[src/rtl/button_debounce_if.sv]
// Button-side signal bundle: raw pin input plus the cleaned level, event pulses and press count.
interface button_debounce_if;
    logic        btn_in;
    logic        btn_level;
    logic        press_pulse;
    logic        release_pulse;
    logic        long_press;
    logic [15:0] press_count;

    modport master (
        output btn_in,
        input  btn_level, press_pulse, release_pulse, long_press, press_count
    );

    modport slave (
        input  btn_in,
        output btn_level, press_pulse, release_pulse, long_press, press_count
    );
endinterface

[src/rtl/button_debounce.sv]
// Synchronizes and debounces a raw push-button, producing a clean level,
// press/release/long-press pulses and a wrapping 16-bit press count.
module button_debounce #(
    parameter int DEBOUNCE_CYCLES = 250000,
    parameter int LONG_CYCLES     = 25000000,
    parameter int CNT_W           = 32
) (
    input  logic             clk,
    input  logic             reset,
    button_debounce_if.slave btn
);

    typedef enum logic [1:0] {IDLE, ARMING, PRESSED, RELEASING} state_t;

    localparam logic [CNT_W-1:0] DEB_LAST  = CNT_W'(DEBOUNCE_CYCLES - 1);
    localparam logic [CNT_W-1:0] LONG_LAST = CNT_W'(LONG_CYCLES - 1);

    state_t           state_q, state_d;
    logic             s1_q, s1_d;
    logic             s_q, s_d;
    logic [CNT_W-1:0] deb_cnt_q, deb_cnt_d;
    logic [CNT_W-1:0] hold_cnt_q, hold_cnt_d;
    logic             level_q, level_d;
    logic             fired_q, fired_d;
    logic             press_pulse_q, press_pulse_d;
    logic             release_pulse_q, release_pulse_d;
    logic             long_press_q, long_press_d;
    logic [15:0]      press_count_q, press_count_d;

    logic accept;
    logic release_accept;
    logic fire;

    always_comb begin
        s1_d            = btn.btn_in;
        s_d             = s1_q;
        state_d         = state_q;
        deb_cnt_d       = '0;
        hold_cnt_d      = '0;
        level_d         = level_q;
        fired_d         = fired_q;
        press_pulse_d   = 1'b0;
        release_pulse_d = 1'b0;
        long_press_d    = 1'b0;
        press_count_d   = press_count_q;

        accept         = (s_q != level_q) && (deb_cnt_q == DEB_LAST);
        release_accept = accept && level_q;

        // Any sample that agrees with the current level restarts the count.
        if (s_q != level_q && !accept) begin
            deb_cnt_d = deb_cnt_q + 1'b1;
        end

        if (accept) begin
            level_d = s_q;
            if (s_q) begin
                press_pulse_d = 1'b1;
                press_count_d = press_count_q + 16'd1;
            end else begin
                release_pulse_d = 1'b1;
            end
        end

        // Hold counter saturates at its terminal value so a very long hold never re-fires.
        if (level_q) begin
            hold_cnt_d = (hold_cnt_q == LONG_LAST) ? hold_cnt_q : hold_cnt_q + 1'b1;
        end

        fire         = level_q && (hold_cnt_q == LONG_LAST) && !fired_q && !release_accept;
        long_press_d = fire;
        if (release_accept) begin
            fired_d = 1'b0;
        end else if (fire) begin
            fired_d = 1'b1;
        end

        unique case (state_q)
            IDLE: begin
                if (accept)   state_d = PRESSED;
                else if (s_q) state_d = ARMING;
            end
            ARMING: begin
                if (accept)    state_d = PRESSED;
                else if (!s_q) state_d = IDLE;
            end
            PRESSED: begin
                if (accept)    state_d = IDLE;
                else if (!s_q) state_d = RELEASING;
            end
            RELEASING: begin
                if (accept)   state_d = IDLE;
                else if (s_q) state_d = PRESSED;
            end
            default: state_d = IDLE;
        endcase
    end

    always_ff @(posedge clk) begin
        if (!reset) begin
            state_q         <= IDLE;
            s1_q            <= 1'b0;
            s_q             <= 1'b0;
            deb_cnt_q       <= '0;
            hold_cnt_q      <= '0;
            level_q         <= 1'b0;
            fired_q         <= 1'b0;
            press_pulse_q   <= 1'b0;
            release_pulse_q <= 1'b0;
            long_press_q    <= 1'b0;
            press_count_q   <= '0;
        end else begin
            state_q         <= state_d;
            s1_q            <= s1_d;
            s_q             <= s_d;
            deb_cnt_q       <= deb_cnt_d;
            hold_cnt_q      <= hold_cnt_d;
            level_q         <= level_d;
            fired_q         <= fired_d;
            press_pulse_q   <= press_pulse_d;
            release_pulse_q <= release_pulse_d;
            long_press_q    <= long_press_d;
            press_count_q   <= press_count_d;
        end
    end

    assign btn.btn_level     = level_q;
    assign btn.press_pulse   = press_pulse_q;
    assign btn.release_pulse = release_pulse_q;
    assign btn.long_press    = long_press_q;
    assign btn.press_count   = press_count_q;

endmodule

[src/flat_wrapper.sv]
// flat-port wrapper written by rule: the top's interface ports become plain ports
module button_debounce_flat 
#(
    parameter int DEBOUNCE_CYCLES = 250000,
    parameter int LONG_CYCLES     = 25000000,
    parameter int CNT_W           = 32
)
  (clk, reset, btn_btn_in, btn_btn_level, btn_press_pulse, btn_release_pulse, btn_long_press, btn_press_count);
  button_debounce_if btn_i ();
  input  logic clk;
  input  logic reset;
  input wire logic [$bits(btn_i.btn_in)-1:0] btn_btn_in;
  output wire logic [$bits(btn_i.btn_level)-1:0] btn_btn_level;
  output wire logic [$bits(btn_i.press_pulse)-1:0] btn_press_pulse;
  output wire logic [$bits(btn_i.release_pulse)-1:0] btn_release_pulse;
  output wire logic [$bits(btn_i.long_press)-1:0] btn_long_press;
  output wire logic [$bits(btn_i.press_count)-1:0] btn_press_count;
  assign btn_i.btn_in = btn_btn_in;
  assign btn_btn_level = btn_i.btn_level;
  assign btn_press_pulse = btn_i.press_pulse;
  assign btn_release_pulse = btn_i.release_pulse;
  assign btn_long_press = btn_i.long_press;
  assign btn_press_count = btn_i.press_count;
  button_debounce #(.DEBOUNCE_CYCLES(DEBOUNCE_CYCLES), .LONG_CYCLES(LONG_CYCLES), .CNT_W(CNT_W)) u_core (.clk(clk), .reset(reset), .btn(btn_i));
endmodule
[config.mk]
export PLATFORM = sky130hd
export DESIGN_NAME = button_debounce_flat
export DESIGN_NICKNAME = d
export VERILOG_FILES = /design/src/rtl/button_debounce_if.sv /design/src/rtl/button_debounce.sv /design/src/flat_wrapper.sv
export SDC_FILE = /design/constraint.sdc
export NUM_CORES = 1
export LEC_CHECK = 0
export BUFFER_PORTS_ARGS = -buffer_cell sky130_fd_sc_hd__buf_2
export CAP_MARGIN = 10
export CORE_MARGIN = 8
export CORE_UTILIZATION = 40
export CTS_CLUSTER_DIAMETER = 100
export DETAILED_ROUTE_END_ITERATION = 10
export HOLD_SLACK_MARGIN = 0.03
export SYNTH_ARGS = -nofsm -noshare
export SYNTH_HDL_FRONTEND = slang
export SYNTH_SLANG_ARGS = --single-unit
[constraint.sdc]
create_clock -name clk -period 2.23 [get_ports clk]
set_input_delay 0.223 -clock clk [delete_from_list [all_inputs] [get_ports clk]]
set_output_delay 0.223 -clock clk [all_outputs]
set_load 0.03 [all_outputs]
==> metrics.cfg <==
[run_status]
run_status = finished clean

[cells_and_area]
final_common_cell = dfxtp_1
drive_above_1_share_pct = 13.3
fin_nets = 534
n_antenna_cell = 0
syn_to_final_growth_pct = 15.4
final-seq-area_um2 = 1740
layout_common_cells = 87 x dfxtp_1, 69 x nor2_1, 39 x nand2_1
multiInputGateArea_um2 = 2270
stdcell_count = 669
num-fill-cells = 1008

[timing]
fin_skew_ns = 0.0149
period_share_pct = 92.4
setup_viol = 0
setup_tns_ns = 0
worstMarginPinSlew_ns = 0.550
slew_headroom_pct = 63.1
rsz0062_at_grt = false
finalCriticalPeriod_ns = 2.06
hold_slack_ns = 0.0949
slew_violations = 0
hold_viol_final = 0
clock.fmax_ghz = 0.485

[yosys]
syn_inst = 494
synth_edf_count = 0
synth_compound_area_share_pct = 6.95
synthSimpleGateAreaFrac_pct = 34.6
synth_top_family_by_area = simple AND/OR/NAND/NOR gates
ys_seq_area_share_pct = 42.3
ys_top_cells_by_area = dfxtp_1 42%, xnor2_1 7.2%, nor2_1 6.3%
synth_nets = 500
ys_warn_count = 0
synthDistinctLibCells = 41
synth-async-reset-ratio_pct = 0
synth-xor-area-share_pct = 10.6
synthAdderAreaFrac_pct = 0.911
synthFlopType = dfxtp_1
muxShareOfSynthArea_pct = 1.49
netlist_area_um2 = 4120
synth_top_cell_by_area = dfxtp_1
avgSynthCellArea_um2 = 8.34
synth_top_area_share_pct = 42.3
ys_ff_latch = 87

[hold_path]
hp-start = btn_btn_in
hold_class = primary input to flop
holdPathStages = 2
min_to = u_core.s1_q

[pwr]
power_frac_comb_pct = 0.8
power_density_nw_per_um2 = 591
p_leak_nw = 1.52
ir_drop_mv = 0.295
switching_share_pct = 21.5
intPower_w = 0.00220
power.switching_w = 0.000603
power_frac_seq_pct = 55.4
clock_power_share_pct = 43.8

[clock_network]
cts_tree = done
hold_buffers = 0
post_cts_buffers = 0
ctsLongestPathBuffers = 2
cts_buffers = 9
cts.sinks = 87
clock_latency_ns = 0.35
cts_root_buf = clkbuf_8
clk_pin_slew_worst_paths_ns = 0.09
cts-htree-levels = 3

[worst_setup_path]
worstSetupStartpointType = flop
crit_start = u_core.deb_cnt_q[0]
reg2regPathDepth = 7
reg2reg_slack_ns = 0.17
critPathRequiredTime_ns = 2.51
critical_path_class = flop to flop
timing.rr.start = u_core.deb_cnt_q[0]
r2r-end = u_core.btn.press_count[12]
cp-end-kind = flop
crit_arrival_ns = 2.34
critPathMaxFanout = 10

[routing]
first_pass_iters = 4
drcViolationCount = 0
wl_per_cell_um = 14.0
vias = 3665
wl_um = 9350
antenna_left = 0
drtIter0Drc = 341
routed_via_density = 5.48

[grt]
first_global_vias = 3463
track_usage_pct = 13.6
grt_overflow_total = 0
grt_max_degree = 33
grt_pass1_wl_um = 16300
antenna_found_initial = 0

[placement]
numPortBuffers = 22
hpwl_um = 6710
place.gp.congestion = 0.825
place_inst = 653

[floorplan]
die_width_um = 117
placementRows = 37
die_area_um2 = 13800
placeableCoreArea_um2 = 10200
initial_core_util_pct = 40.5
pin_count = 23
die_y_um = 117

[job]
drv_cap = 0

per-stage QoR:
step	total power, W	area (um^2)	util [%]	setup WS [ns]
after floorplan	0.00161	4120	-	0.195
after global placement	0.00161	4500	44.2	0.0568
after detailed placement	0.00162	4500	44.2	0.0201
after CTS	0.00285	4740	46.5	0.0600
after global routing	0.00291	4750	46.7	0.0229
final	0.00281	4750	46.7	0.170
layout make-up:
| type | instances | share of cell area (%) |
|---|---|---|
| Clock inverter | 7 | 2.24 |
| Sequential cell | 87 | 36.6 |
| Multi-Input combinational cell | 375 | 47.7 |
| Clock buffer | 9 | 2.61 |
| Timing Repair Buffer | 48 | 6.69 |
| Tap cell | 136 | 3.58 |
| Inverter | 7 | 0.553 |
critical path: stages (launching register included):
cell     delay (ns)
dfxtp_1        0.38
ha_1           0.19
and3_4         0.20
nand3_1        0.12
or3_4          0.44
buf_4          0.19
or3_1          0.34
a21oi_1        0.15
power by group through the flow:
stage	Sequential (W)	Combinational (W)	Clock, W
2_1_floorplan	0.00159	0.0000137	0
3_3_place_gp	0.00159	0.0000232	0
3_5_place_dp	0.00159	0.0000237	0
4_1_cts	0.00156	0.0000238	0.00127
5_1_grt	0.00156	0.0000260	0.00133
6_report	0.00156	0.0000238	0.00123
how the worst max path moves through the flow:
stage / depth (start not counted) / end / slack [ns]
2_1_floorplan: 7 / u_core.btn.press_count[6] / 0.19
3_3_place_gp: 5 / u_core.btn.press_count[9] / 0.06
3_5_place_dp: 6 / u_core.btn.press_count[13] / 0.02
4_1_cts: 7 / u_core.btn.press_count[12] / 0.06
5_1_grt: 7 / u_core.btn.press_count[12] / 0.02
6_report: 7 / u_core.btn.press_count[12] / 0.17
cell families after synthesis:
logic type / after synthesis
flip-flops: 87
AO/OA/AOI/OAI: 50
buffers and inverters: 32
multiplexers: 6
XOR/XNOR: 50
AND/OR/NAND/NOR: 266
adder cells (fa/ha/maj): 3
synthesized netlist by cell type (all sizes together), types with 6 or more instances:
| cell | instances |
|---|---|
| xor2 | 16 |
| and4 | 16 |
| and3 | 10 |
| clkbuf | 20 |
| xnor2 | 34 |
| nand2 | 39 |
| and2 | 6 |
| nor3 | 11 |
| nor2 | 69 |
| dfxtp | 87 |
| nand3 | 26 |
| nor4 | 28 |
| nand4 | 27 |
| a21oi | 18 |
| inv | 7 |
| or3 | 13 |
| o21ai | 18 |
sequential cells by signal, summed over array words and instances, names as in the netlist:
signal / count
u_core.btn.release_pulse: 1
u_core.hold_cnt_q: 32
u_core.btn.press_count: 16
u_core.s1_q: 1
u_core.btn.btn_level: 1
u_core.s_q: 1
u_core.fired_q: 1
u_core.btn.long_press: 1
u_core.btn.press_pulse: 1
u_core.deb_cnt_q: 32
what timing repair did:
action / CTS / global route
setup endpoints to repair: 2 / 40
gates resized for setup: 1 / 3
hold endpoints to repair: 0 / 0
routing by layer:
layer / part of all wire [%] / GRT usage [%]
met1: 48 / 17.3
met4: 1.4 / 4.40
met2: 48 / 22.4
met3: 2.6 / 2.97
met5: 0 / 0
Note: power is estimated with default switching activity, not from simulation.
